$ cat config.mk
export PLATFORM = sky130hd
export DESIGN_NAME = network_sequencer
export DESIGN_NICKNAME = d
export VERILOG_FILES = /design/src/rtl/nn_pkg.sv /design/src/rtl/layer_watchdog.sv /design/src/rtl/network_sequencer.sv
export SDC_FILE = /design/constraint.sdc
export NUM_CORES = 1
export LEC_CHECK = 0
export CELL_PAD_IN_SITES_DETAIL_PLACEMENT = 1
export CELL_PAD_IN_SITES_GLOBAL_PLACEMENT = 1
export CORE_MARGIN = 10
export CORE_UTILIZATION = 37
export CTS_CLUSTER_DIAMETER = 30
export DETAILED_ROUTE_END_ITERATION = 10
export PLACE_DENSITY_LB_ADDON = 0.1
export SKIP_LAST_GASP = 1
export SLEW_MARGIN = 20
export SYNTH_ARGS = -nofsm -noshare
export SYNTH_HDL_FRONTEND = slang
export SYNTH_SLANG_ARGS = --single-unit
export TNS_END_PERCENT = 20
$ cat constraint.sdc
create_clock -name clock -period 3.7 [get_ports clock]
set_clock_uncertainty 0.05 [all_clocks]
set_input_delay 0.74 -clock clock [delete_from_list [all_inputs] [get_ports clock]]
set_output_delay 0.74 -clock clock [all_outputs]
set_load 0.01 [all_outputs]
$ cat src/rtl/nn_pkg.sv
// Shared types for the dense-layer inference path: activation selection,
// sequencer state encoding and the common counter width.
package nn_pkg;

  typedef enum logic {
    RELU,
    SIGMOID
  } activation_type;

  typedef enum logic [2:0] {
    IDLE,
    START,
    WAIT,
    OUTPUT,
    ERROR
  } seq_state_t;

  localparam int COUNT_WIDTH = 16;

endpackage

$ cat src/rtl/layer_watchdog.sv
// Per-layer cycle timer: counts cycles since a layer's start pulse and flags
// when layer_done may be trusted (holdoff) and when the layer has hung.
module layer_watchdog #(
  parameter int TIMEOUT_CYCLES = 1024,
  parameter int DONE_HOLDOFF   = 2,
  localparam int TW            = $clog2(TIMEOUT_CYCLES + 1)
) (
  input  logic clock,
  input  logic clear,
  input  logic enable,
  output logic holdoff_met,
  output logic expired
);

  logic [TW-1:0] count;

  // Timer freezes once expired so it can never wrap back under the limit.
  always_ff @(posedge clock) begin
    if (clear) begin
      count <= '0;
    end else if (enable && !expired) begin
      count <= count + TW'(1);
    end
  end

  assign holdoff_met = (count >= TW'(DONE_HOLDOFF));
  assign expired     = (count >= TW'(TIMEOUT_CYCLES));

endmodule

$ cat src/rtl/network_sequencer.sv
// Steps one inference through a chain of dense layers: start pulse per layer,
// wait for its qualified done, present the result, and trap hung layers.
module network_sequencer
  import nn_pkg::*;
#(
  parameter int NUM_LAYERS     = 3,
  parameter int TIMEOUT_CYCLES = 1024,
  parameter int DONE_HOLDOFF   = 2,
  localparam int LW            = $clog2(NUM_LAYERS) + 1
) (
  input  logic                   clock,
  input  logic                   reset,
  input  logic                   in_valid,
  output logic                   in_ready,
  output logic [NUM_LAYERS-1:0]  layer_start,
  input  logic [NUM_LAYERS-1:0]  layer_done,
  output logic                   out_valid,
  input  logic                   out_ready,
  output logic                   busy,
  output logic [LW-1:0]          current_layer,
  output logic                   error,
  input  logic                   clear_error,
  output logic [COUNT_WIDTH-1:0] infer_cycles
);

  seq_state_t             state_q, state_d;
  logic [LW-1:0]          layer_q;
  logic                   armed_q;
  logic                   error_q;
  logic [COUNT_WIDTH-1:0] infer_cnt_q;
  logic [COUNT_WIDTH-1:0] infer_cycles_q;
  logic                   accept;
  logic                   done_sel;
  logic                   done_qual;
  logic                   last_layer;
  logic                   holdoff_met;
  logic                   expired;
  logic                   wd_clear;
  logic                   wd_enable;

  function automatic logic [COUNT_WIDTH-1:0] sat_inc(input logic [COUNT_WIDTH-1:0] v);
    return (&v) ? v : v + COUNT_WIDTH'(1);
  endfunction

  assign accept     = in_valid && in_ready;
  assign last_layer = (layer_q == LW'(NUM_LAYERS - 1));
  assign done_qual  = done_sel && holdoff_met;
  assign wd_clear   = reset || (state_d == START);
  assign wd_enable  = (state_q == START) || (state_q == WAIT);

  always_comb begin
    done_sel = 1'b0;
    for (int k = 0; k < NUM_LAYERS; k++) begin
      if (layer_q == LW'(k)) done_sel = layer_done[k];
    end
  end

  layer_watchdog #(
    .TIMEOUT_CYCLES(TIMEOUT_CYCLES),
    .DONE_HOLDOFF  (DONE_HOLDOFF)
  ) u_watchdog (
    .clock      (clock),
    .clear      (wd_clear),
    .enable     (wd_enable),
    .holdoff_met(holdoff_met),
    .expired    (expired)
  );

  always_ff @(posedge clock) begin
    if (reset) begin
      state_q        <= IDLE;
      layer_q        <= '0;
      armed_q        <= 1'b0;
      error_q        <= 1'b0;
      infer_cnt_q    <= '0;
      infer_cycles_q <= '0;
    end else begin
      state_q <= state_d;
      armed_q <= 1'b1;
      if (accept) begin
        layer_q <= '0;
      end else if (state_q == WAIT && state_d == START) begin
        layer_q <= layer_q + LW'(1);
      end
      if (state_q == WAIT && state_d == ERROR) begin
        error_q <= 1'b1;
      end else if (state_q == ERROR && clear_error) begin
        error_q <= 1'b0;
      end
      // Count includes the accept cycle, so OUTPUT entry records cnt+1.
      if (accept) begin
        infer_cnt_q <= COUNT_WIDTH'(1);
      end else if (wd_enable) begin
        infer_cnt_q <= sat_inc(infer_cnt_q);
      end
      if (state_q == WAIT && state_d == OUTPUT) begin
        infer_cycles_q <= sat_inc(infer_cnt_q);
      end
    end
  end

  // A qualified done takes priority over a timeout landing in the same cycle.
  always_comb begin
    state_d = state_q;
    case (state_q)
      IDLE:    if (accept) state_d = START;
      START:   state_d = WAIT;
      WAIT: begin
        if (done_qual)    state_d = last_layer ? OUTPUT : START;
        else if (expired) state_d = ERROR;
      end
      OUTPUT:  if (out_ready) state_d = IDLE;
      ERROR:   if (clear_error) state_d = IDLE;
      default: state_d = IDLE;
    endcase
  end

  always_comb begin
    in_ready      = armed_q && (state_q == IDLE);
    out_valid     = (state_q == OUTPUT);
    busy          = (state_q != IDLE);
    current_layer = (state_q == IDLE) ? '0 : layer_q;
    error         = error_q;
    infer_cycles  = infer_cycles_q;
    layer_start   = '0;
    for (int k = 0; k < NUM_LAYERS; k++) begin
      layer_start[k] = (state_q == START) && (layer_q == LW'(k));
    end
  end

endmodule
==> results of run 1 <==
==> worst max-delay path by stage <==
stage,startpoint,to,slack (ns)
CTS,state_q[2],in_ready,0.74
global placement,layer_done[1],u_watchdog.count[4],1.07
finish,state_q[2],in_ready,0.77
floorplan,layer_done[0],u_watchdog.count[3],1.67
global route,state_q[2],in_ready,0.59
detailed placement,layer_done[0],u_watchdog.count[10],0.95
==> synth_stat cells (3+ instances only) <==
| master | number | area, sq um |
|---|---|---|
| a211oi_1 | 3 | 22.5 |
| nand4_1 | 10 | 62.6 |
| a21oi_1 | 24 | 120 |
| mux2i_1 | 3 | 30.0 |
| inv_1 | 9 | 33.8 |
| and2_1 | 4 | 25.0 |
| xor2_1 | 4 | 35.0 |
| a211o_1 | 3 | 26.3 |
| and4_1 | 3 | 26.3 |
| a31oi_1 | 3 | 18.8 |
| nand2_1 | 34 | 128 |
| buf_2 | 9 | 45.0 |
| nand3_1 | 16 | 80.1 |
| nor2_1 | 37 | 139 |
| dfxtp_1 | 51 | 1020 |
| nor3_1 | 16 | 80.1 |
| and3_1 | 5 | 31.3 |
| buf_4 | 4 | 30.0 |
| nor4_1 | 4 | 25.0 |
| buf_6 | 7 | 78.8 |
| xnor2_1 | 21 | 184 |
| nand2b_1 | 3 | 18.8 |
| clkbuf_1 | 7 | 26.3 |
| a211oi_2 | 9 | 113 |
| ha_1 | 6 | 75.1 |
==> power by group through the flow <==
stage	registers [mW]	clock network [mW]	logic, mW
3_3_place_gp	0.572	0	0.0681
5_1_grt	0.561	0.363	0.0761
4_1_cts	0.560	0.348	0.0701
2_1_floorplan	0.568	0	0.0505
3_5_place_dp	0.572	0	0.0697
6_report	0.560	0.334	0.0687
==> per-stage QoR <==
stage	worst slack, ns	power [mW]	instances	instance area [sq um]	hold slack, ns
after floorplan	1.67	0.618	339	2900	0.395
after global placement	1.07	0.641	451	3210	0.391
after detailed placement	0.951	0.642	451	3210	0.400
after CTS	0.736	0.978	459	3300	0.414
after global routing	0.586	1.00	459	3300	0.435
final	0.765	0.963	459	3300	0.409
==> flip-flops by register name (all words and copies together) (netlist names) <==
register / count
infer_cnt_q: 16
infer_cycles: 16
u_watchdog.count: 11
layer_q: 3
state_q: 3
armed_q: 1
error: 1
==> area by class of cell <==
class	count	area, sq um	share of cell area
Tap cell	102	128	0.0386
Timing Repair Buffer	38	368	0.111
Multi-Input combinational cell	251	1660	0.504
Clock buffer	5	68.8	0.0208
Inverter	9	33.8	0.0102
Clock inverter	3	20.0	0.00606
Sequential cell	51	1020	0.309
==> critical path: cells and delay by family (launching register included) <==
kind | cells | cell delay [ns]
AND/OR/NAND/NOR | 2 | 0.84
buffers and inverters | 1 | 0.54
flip-flops | 1 | 0.45
==> placed cells by master, fill, tap and decap left out, types with 3 or more instances in the layout <==
master,count
nand3_1,16
nor3_1,15
and2_1,4
xnor2_1,21
clkdlybuf4s50_1,33
and3_1,5
nor4_1,4
and4_1,3
a211oi_2,9
a21oi_1,24
nand2_1,34
ha_1,6
nor2_1,37
dfxtp_1,51
inv_1,9
nand4_1,10
clkbuf_8,5
a31oi_1,3
xor2_1,4
a211oi_1,3
buf_4,5
nand2b_1,3
a211o_1,3
mux2i_1,3
==> logic make-up after synthesis <==
| family | after synthesis | share of synthesized area |
|---|---|---|
| AO/OA/AOI/OAI | 64 | 0.175 |
| XOR/XNOR | 25 | 0.0755 |
| adder cells (fa/ha/maj) | 6 | 0.0259 |
| buffers and inverters | 37 | 0.0763 |
| flip-flops | 51 | 0.352 |
| multiplexers | 5 | 0.0181 |
| AND/OR/NAND/NOR | 151 | 0.277 |
==> layer usage <==
metal	wire, microns	global-route usage	up-vias
met3	330	0.0351	6
met5	0	0	-
met4	70	0.0311	0
li1	-	-	1235
met1	3890	0.182	1159
met2	3280	0.198	32
==> flow_metrics.py, run 1 <==
metrics = {
    "die": {
        "fp.dieW_microns": 109,
        "start_util": 0.377,
        "fp-row-count": 32,
        "die-height_microns": 109,
        "ios": 34,
        "coreArea_sq_um": 7690,
        "dieArea_sq_um": 11800,
    },
    "detailed_routing": {
        "vias_per_cell": 5.30,
        "postRouteAntennaNets": 0,
        "drc_errors": 0,
        "drt_wl_total_mm": 7.57,
        "drt_iter0_drc": 56,
        "first_pass_iters": 4,
        "vias": 2432,
        "routedWlPerCell_microns": 16.5,
    },
    "clock_network": {
        "clkTransAtPathRegs_ns": 0.10,
        "cts_setup_buffers": 0,
        "cts_root_buffer": "clkbuf_8",
        "cts.sinks": 51,
        "cts.repair.resized": 0,
        "cts_buffer_depth": 2,
        "worstSkewPairLatency_ns": 0.32,
        "cts-buffers-inserted": 5,
        "tritoncts": "built",
        "htree_levels": 2,
        "holdBufCountCts": 0,
    },
    "worst_setup_path": {
        "r2r-end": "infer_cnt_q[1]",
        "slowest_stage": "nor3_1",
        "worst_setup_path_start_kind": "flop",
        "endpoint_kind": "output pin",
        "crit_required_ns": 2.91,
        "arrival_ns": 2.14,
        "cp_cell_sequence": "nor3_1 > and2_1 > clkdlybuf4s50_1",
        "path_class": "reg2out",
        "rrSetupSlack_ns": 1.25,
        "r2r-start": "state_q[1]",
        "max_stage_delay_ns": 0.62,
        "critical_path.max_fanout": 12,
        "reg2regPathDepth": 5,
    },
    "yosys": {
        "ys.flop_type": "dfxtp_1",
        "synth_edf_count": 0,
        "synth_seq_area_share": 0.352,
        "yosys_warnings": 0,
        "syn_inst": 339,
        "yosys.cell_types.count": 57,
        "syn_area_per_cell_sq_um": 8.56,
        "synth.cell_area_sq_um": 2900,
        "synth_fp_nets": 353,
        "synth_seq_cells": 51,
        "async_reset_ff_frac": 0,
    },
    "power": {
        "p_leak_nw": 1.01,
        "ir_worst_vdd_uv": 202,
        "pwr-share-clk": 0.347,
        "comb_power_share": 0.071,
        "p_seq_frac": 0.581,
        "p_sw_frac": 0.261,
        "powerDensity_nw_per_um2": 292,
        "p_int_mw": 0.711,
        "p_switching_mw": 0.252,
    },
    "timing": {
        "drv_slew": 0,
        "fin_crit_sh": 0.793,
        "slew_headroom": 0.371,
        "setup_viol": 0,
        "rsz0062_at_grt": "false",
        "period_needed_ns": 2.93,
        "hold_viol": 0,
        "fmax_mhz": 341,
        "tns_ns": 0,
        "worst_pin_slew_ns": 0.943,
    },
    "run": {
        "max_cap_viol_count": 0,
    },
    "hold_path": {
        "min_to": "infer_cycles[10]",
        "hold_start": "infer_cycles[10]",
        "min_path_cells": 2,
        "hp-class": "reg2reg",
    },
    "final_layout": {
        "area_growth_pct": 13.8,
        "drive_above_1_share": 0.118,
        "final_core_util": 0.430,
        "fillers": 942,
        "num_antenna_cells": 0,
        "nets": 370,
    },
    "place": {
        "gp_congestion": 0.768,
        "portBuffers": 33,
        "hpwl_mm": 5.63,
    },
    "grt": {
        "grt_pass1_wl_mm": 12.6,
        "track_usage": 0.131,
        "grt_max_degree": 32,
        "grt_pass1_vias": 2454,
        "overflow": 0,
        "grt_antenna_before_repair": 0,
    },
    "run_status": {
        "outcome": "completed",
    },
}
Power figures use the tool's default switching activity.
==> run 2: changes to the inputs <==
- clock period: 3.7 -> 2.7 ns (I/O delays scaled with it)
==> run 2 against run 1 <==
Compared with the run above: routed wire length decreased by 1.5%; design area increased by 1.3%; clock-buffer cell count increased by 1; critical path type unchanged; hold slack improved by 0.0020 ns; via count decreased by 0.45%; total power increased by 37%; global-route usage increased by 0.12 points; non-clock buffer count increased by 6; sequential power increased by 36%; die area unchanged; core utilization increased by 0.54 points; critical path depth increased by 1.
==> flow_metrics.py, run 2 (synthesized netlist as in run 1, its figures left out) <==
metrics = {
    "timing": {
        "rsz0062_at_grt": "false",
        "tns_ns": 0,
        "period_needed_ns": 2.56,
        "worst_pin_slew_ns": 0.557,
        "holdWs_ns": 0.411,
        "setup_viol": 0,
        "fmax_mhz": 391,
        "slew_headroom": 0.629,
        "fin_crit_sh": 0.947,
        "drv_slew": 0,
        "hold_viol": 0,
    },
    "clock_network": {
        "clkTransAtPathRegs_ns": 0.10,
        "cts.sinks": 51,
        "cts.repair.resized": 0,
        "holdBufCountCts": 0,
        "htree_levels": 2,
        "cts_setup_buffers": 0,
        "cts-buffers-inserted": 5,
        "cts_root_buffer": "clkbuf_8",
        "worstSkewPairLatency_ns": 0.32,
        "cts_buffer_depth": 2,
        "tritoncts": "built",
    },
    "grt": {
        "grt_antenna_before_repair": 0,
        "grt_pass1_wl_mm": 12.7,
        "grt_pass1_vias": 2549,
        "grt_max_degree": 21,
        "track_usage": 0.133,
        "overflow": 0,
    },
    "worst_setup_path": {
        "endpoint_kind": "output pin",
        "path_class": "reg2out",
        "reg2regPathDepth": 8,
        "arrival_ns": 1.97,
        "critical_path.max_fanout": 12,
        "r2r-end": "u_watchdog.count[2]",
        "startpoint": "state_q[2]",
        "crit_required_ns": 2.11,
        "worst_setup_path_start_kind": "flop",
        "crit_end": "current_layer[2]",
        "r2r-start": "layer_q[0]",
        "rrSetupSlack_ns": 0.41,
    },
    "power": {
        "p_total_mw": 1.32,
        "p_leak_nw": 1.04,
        "powerDensity_nw_per_um2": 394,
        "ir_worst_vdd_uv": 191,
    },
    "die": {
        "die-height_microns": 109,
        "start_util": 0.377,
        "coreArea_sq_um": 7690,
        "dieArea_sq_um": 11800,
        "fp-row-count": 32,
        "ios": 34,
        "fp.dieW_microns": 109,
    },
    "final_layout": {
        "mostFrequentLayoutCells": "dfxtp_1 (51), nor2_1 (37), nand2_1 (34)",
        "fillers": 946,
        "area_growth_pct": 15.3,
        "drive_above_1_share": 0.129,
        "num_antenna_cells": 0,
        "final_cell_area_sq_um": 3340,
        "nets": 376,
        "final_common_cell": "dfxtp_1",
    },
    "detailed_routing": {
        "vias_per_cell": 5.21,
        "vias": 2421,
        "postRouteAntennaNets": 0,
        "routedWlPerCell_microns": 16.0,
        "drc_errors": 0,
        "drt_wl_total_mm": 7.46,
        "drt_iter0_drc": 69,
        "first_pass_iters": 4,
    },
    "run_status": {
        "outcome": "completed",
    },
    "place": {
        "hpwl_mm": 5.48,
        "post_dp_cell_area_sq_um": 3260,
        "portBuffers": 33,
        "gp_congestion": 0.796,
    },
    "run": {
        "max_cap_viol_count": 0,
    },
    "hold_path": {
        "hp-class": "reg2reg",
    },
}
==> run 2: cell count changes in the layout (fill, tap and decap cells not counted) <==
cell / previous run / this run
buf_4: 5 / 11
clkbuf_1: 0 / 1
clkinvlp_4: 2 / 1
==> run 2: worst max-delay path, cell delays in order (launching register included) <==
cell,delay (ns)
dfxtp_1,0.61
nor3_1,0.17
buf_4,0.19
nor2b_1,0.12
clkdlybuf4s50_1,0.56
==> run 2: worst min path at each step <==
stage	startpoint	end	slack, ns	cells after the start
2_1_floorplan	infer_cnt_q[15]	infer_cnt_q[15]	0.40	2
3_3_place_gp	infer_cycles[9]	infer_cycles[9]	0.39	2
3_5_place_dp	infer_cycles[10]	infer_cycles[10]	0.40	2
4_1_cts	infer_cycles[10]	infer_cycles[10]	0.41	2
5_1_grt	infer_cycles[10]	infer_cycles[10]	0.43	2
6_report	infer_cycles[10]	infer_cycles[10]	0.41	2
==> run 2: area by class of cell <==
type                            instances  area [sq um]  share of cell area
Clock buffer                            6          72.6              0.0217
Timing Repair Buffer                   44           413               0.123
Tap cell                              102           128              0.0382
Inverter                                9          33.8              0.0101
Multi-Input combinational cell        251          1660               0.498
Sequential cell                        51          1020               0.305
Clock inverter                          2          12.5             0.00374
==> run 2: routing by layer <==
layer	GRT usage	share of wire	up-vias
li1	-	-	1241
met1	0.181	0.52	1138
met2	0.194	0.41	35
met3	0.0399	0.057	7
met4	0.0433	0.0095	0
met5	0	0	-
==> run 2: stage by stage <==
step	instances	worst slack, ns	utilization
floorplan	339	0.716	-
global placement	457	0.261	0.424
detailed placement	457	0.194	0.424
CTS	465	0.126	0.435
global route	465	0.00717	0.435
finish	465	0.143	0.435
==> run 2: power by group <==
part / internal [mW] / switching [mW] / leakage [nW] / total, mW
clock: 0.182 / 0.267 / 0.0412 / 0.449
sequential: 0.757 / 0.00724 / 0.412 / 0.764
combinational: 0.0420 / 0.0617 / 0.584 / 0.104
total: 0.981 / 0.336 / 1.04 / 1.32
==> run 3: changes to the inputs <==
- CORE_UTILIZATION: 37 -> 38
- SLEW_MARGIN: 20 -> 0
==> run 3 against run 2 <==
Compared with the run above: total power down 1.1%; sequential cell count unchanged; largest cell class unchanged; maximum frequency up 1.3%; clock power down 2%; sequential power about the same; die area down 2.2%; clock-buffer cell count up 1; sequential share of layout area up 0.35 points; non-clock buffer count down 4; critical path depth unchanged; highest routed layer unchanged; design area down 1.1%; first-iteration DRC count up 10%.
==> flow_metrics.py, run 3 (synthesized netlist as in run 1, its figures left out) <==
metrics = {
    "worst_setup_path": {
        "r2r-start": "layer_q[1]",
        "r2r-end": "u_watchdog.count[4]",
        "crit_buf_inv": 1,
        "endpoint_kind": "output pin",
        "critical_path.max_fanout": 12,
        "slowest_stage": "clkdlybuf4s50_1",
        "startpoint": "state_q[2]",
        "crit_cells": 4,
        "rrSetupSlack_ns": 0.40,
        "worst_setup_path_start_kind": "flop",
        "crit_family": "simple AND/OR/NAND/NOR gates",
        "cp_cell_sequence": "nand2b_1 > nor3_1 > and2_1 > clkdlybuf4s50_1",
        "path_class": "reg2out",
        "reg2regPathDepth": 8,
        "arrival_ns": 1.93,
        "crit_required_ns": 2.11,
        "crit_end": "layer_start[0]",
        "max_stage_delay_ns": 0.54,
    },
    "timing": {
        "fmax_mhz": 396,
        "hold_viol": 0,
        "drv_slew": 0,
        "slew_headroom": 0.633,
        "setup_viol": 0,
        "tns_ns": 0,
        "period_needed_ns": 2.52,
        "rsz0062_at_grt": "false",
        "fin_crit_sh": 0.935,
        "worst_pin_slew_ns": 0.550,
    },
    "final_layout": {
        "drive_above_1_share": 0.117,
        "area_growth_pct": 14.0,
        "final_cell_area_sq_um": 3310,
        "num_antenna_cells": 0,
        "final_common_cell": "dfxtp_1",
        "multi_input_area_sq_um": 1660,
        "nets": 372,
        "mostFrequentLayoutCells": "dfxtp_1 (51), nor2_1 (37), nand2_1 (34)",
        "seqCellArea_sq_um": 1020,
        "final_core_util": 0.451,
        "fillers": 873,
    },
    "run_status": {
        "outcome": "completed",
    },
    "die": {
        "fp-row-count": 31,
        "coreArea_sq_um": 7330,
        "dieArea_sq_um": 11500,
        "start_util": 0.396,
        "ios": 34,
        "fp.dieW_microns": 107,
        "die-height_microns": 107,
    },
    "clock_network": {
        "clkTransAtPathRegs_ns": 0.09,
        "cts_root_buffer": "clkbuf_8",
        "cts_buffer_depth": 2,
        "cts.sinks": 51,
        "cts_setup_buffers": 0,
        "holdBufCountCts": 0,
        "cts.repair.resized": 0,
        "tritoncts": "built",
        "htree_levels": 2,
        "cts-buffers-inserted": 5,
        "worstSkewPairLatency_ns": 0.30,
    },
    "place": {
        "post_dp_cell_area_sq_um": 3230,
        "portBuffers": 33,
        "gp_congestion": 0.756,
        "hpwl_mm": 5.42,
    },
    "grt": {
        "grt_pass1_vias": 2529,
        "overflow": 0,
        "grt_antenna_before_repair": 0,
        "grt_max_degree": 27,
        "grt_pass1_wl_mm": 12.6,
        "track_usage": 0.132,
    },
    "run": {
        "max_cap_viol_count": 0,
    },
    "power": {
        "ir_worst_vdd_uv": 242,
        "p_seq_frac": 0.589,
        "p_leak_nw": 1.02,
        "p_int_mw": 0.980,
        "powerDensity_nw_per_um2": 394,
        "comb_power_share": 0.075,
        "p_switching_mw": 0.323,
        "p_sw_frac": 0.248,
        "pwr-share-clk": 0.336,
    },
    "detailed_routing": {
        "vias": 2470,
        "first_pass_iters": 4,
        "drc_errors": 0,
        "routedWlPerCell_microns": 16.0,
        "vias_per_cell": 5.39,
        "postRouteAntennaNets": 0,
        "drt_iter0_drc": 76,
        "drt_wl_total_mm": 7.34,
    },
    "hold_path": {
        "hp-class": "reg2reg",
    },
}
==> run 3: cell type report <==
type | count | area share
well taps | 99 | 0.0375
inverters | 9 | 0.0102
clock buffers | 7 | 0.0231
repair buffers | 40 | 0.116
clock inverters | 1 | 0.00151
multi-input cells | 251 | 0.503
flip-flops and latches | 51 | 0.309
==> run 3: power groups by stage <==
stage	clock [mW]	sequential [mW]	combinational, mW
2_1_floorplan	0	0.778	0.0692
3_3_place_gp	0	0.784	0.0976
3_5_place_dp	0	0.784	0.0986
4_1_cts	0.462	0.767	0.0995
5_1_grt	0.489	0.768	0.109
6_report	0.438	0.766	0.0981
==> run 3: worst min path at each step <==
| stage | start | endpoint | slack, ns | cells past startpoint |
|---|---|---|---|---|
| 2_1_floorplan | infer_cnt_q[15] | infer_cnt_q[15] | 0.40 | 2 |
| 5_1_grt | infer_cycles[10] | infer_cycles[10] | 0.43 | 2 |
| 3_3_place_gp | infer_cycles[9] | infer_cycles[9] | 0.39 | 2 |
| 4_1_cts | infer_cycles[10] | infer_cycles[10] | 0.42 | 2 |
| 6_report | infer_cycles[9] | infer_cycles[9] | 0.41 | 2 |
| 3_5_place_dp | infer_cycles[15] | infer_cycles[15] | 0.40 | 2 |
==> run 3: worst register-to-register path, delay by kind of cell (launching register included) <==
family | cells | cell delay, ns
adder cells (fa/ha/maj) | 1 | 0.22
buffers and inverters | 2 | 0.32
AO/OA/AOI/OAI | 3 | 0.95
flip-flops | 1 | 0.40
AND/OR/NAND/NOR | 2 | 0.25
==> run 3: stage by stage <==
step | worst slack [ns] | hold slack [ns] | power (mW) | cells
final | 0.176 | 0.411 | 1.30 | 458
after global routing | 0.0227 | 0.430 | 1.37 | 458
after CTS | 0.149 | 0.416 | 1.33 | 458
after detailed placement | 0.213 | 0.402 | 0.883 | 450
after global placement | 0.269 | 0.391 | 0.881 | 450
after floorplan | 0.716 | 0.395 | 0.847 | 339
==> run 3: layer usage <==
layer | vias to the layer above | part of all wire | GRT usage
li1 | 1232 | - | -
met1 | 1196 | 0.51 | 0.179
met2 | 35 | 0.43 | 0.196
met3 | 7 | 0.048 | 0.0431
met4 | 0 | 0.012 | 0.0382
met5 | - | 0 | 0
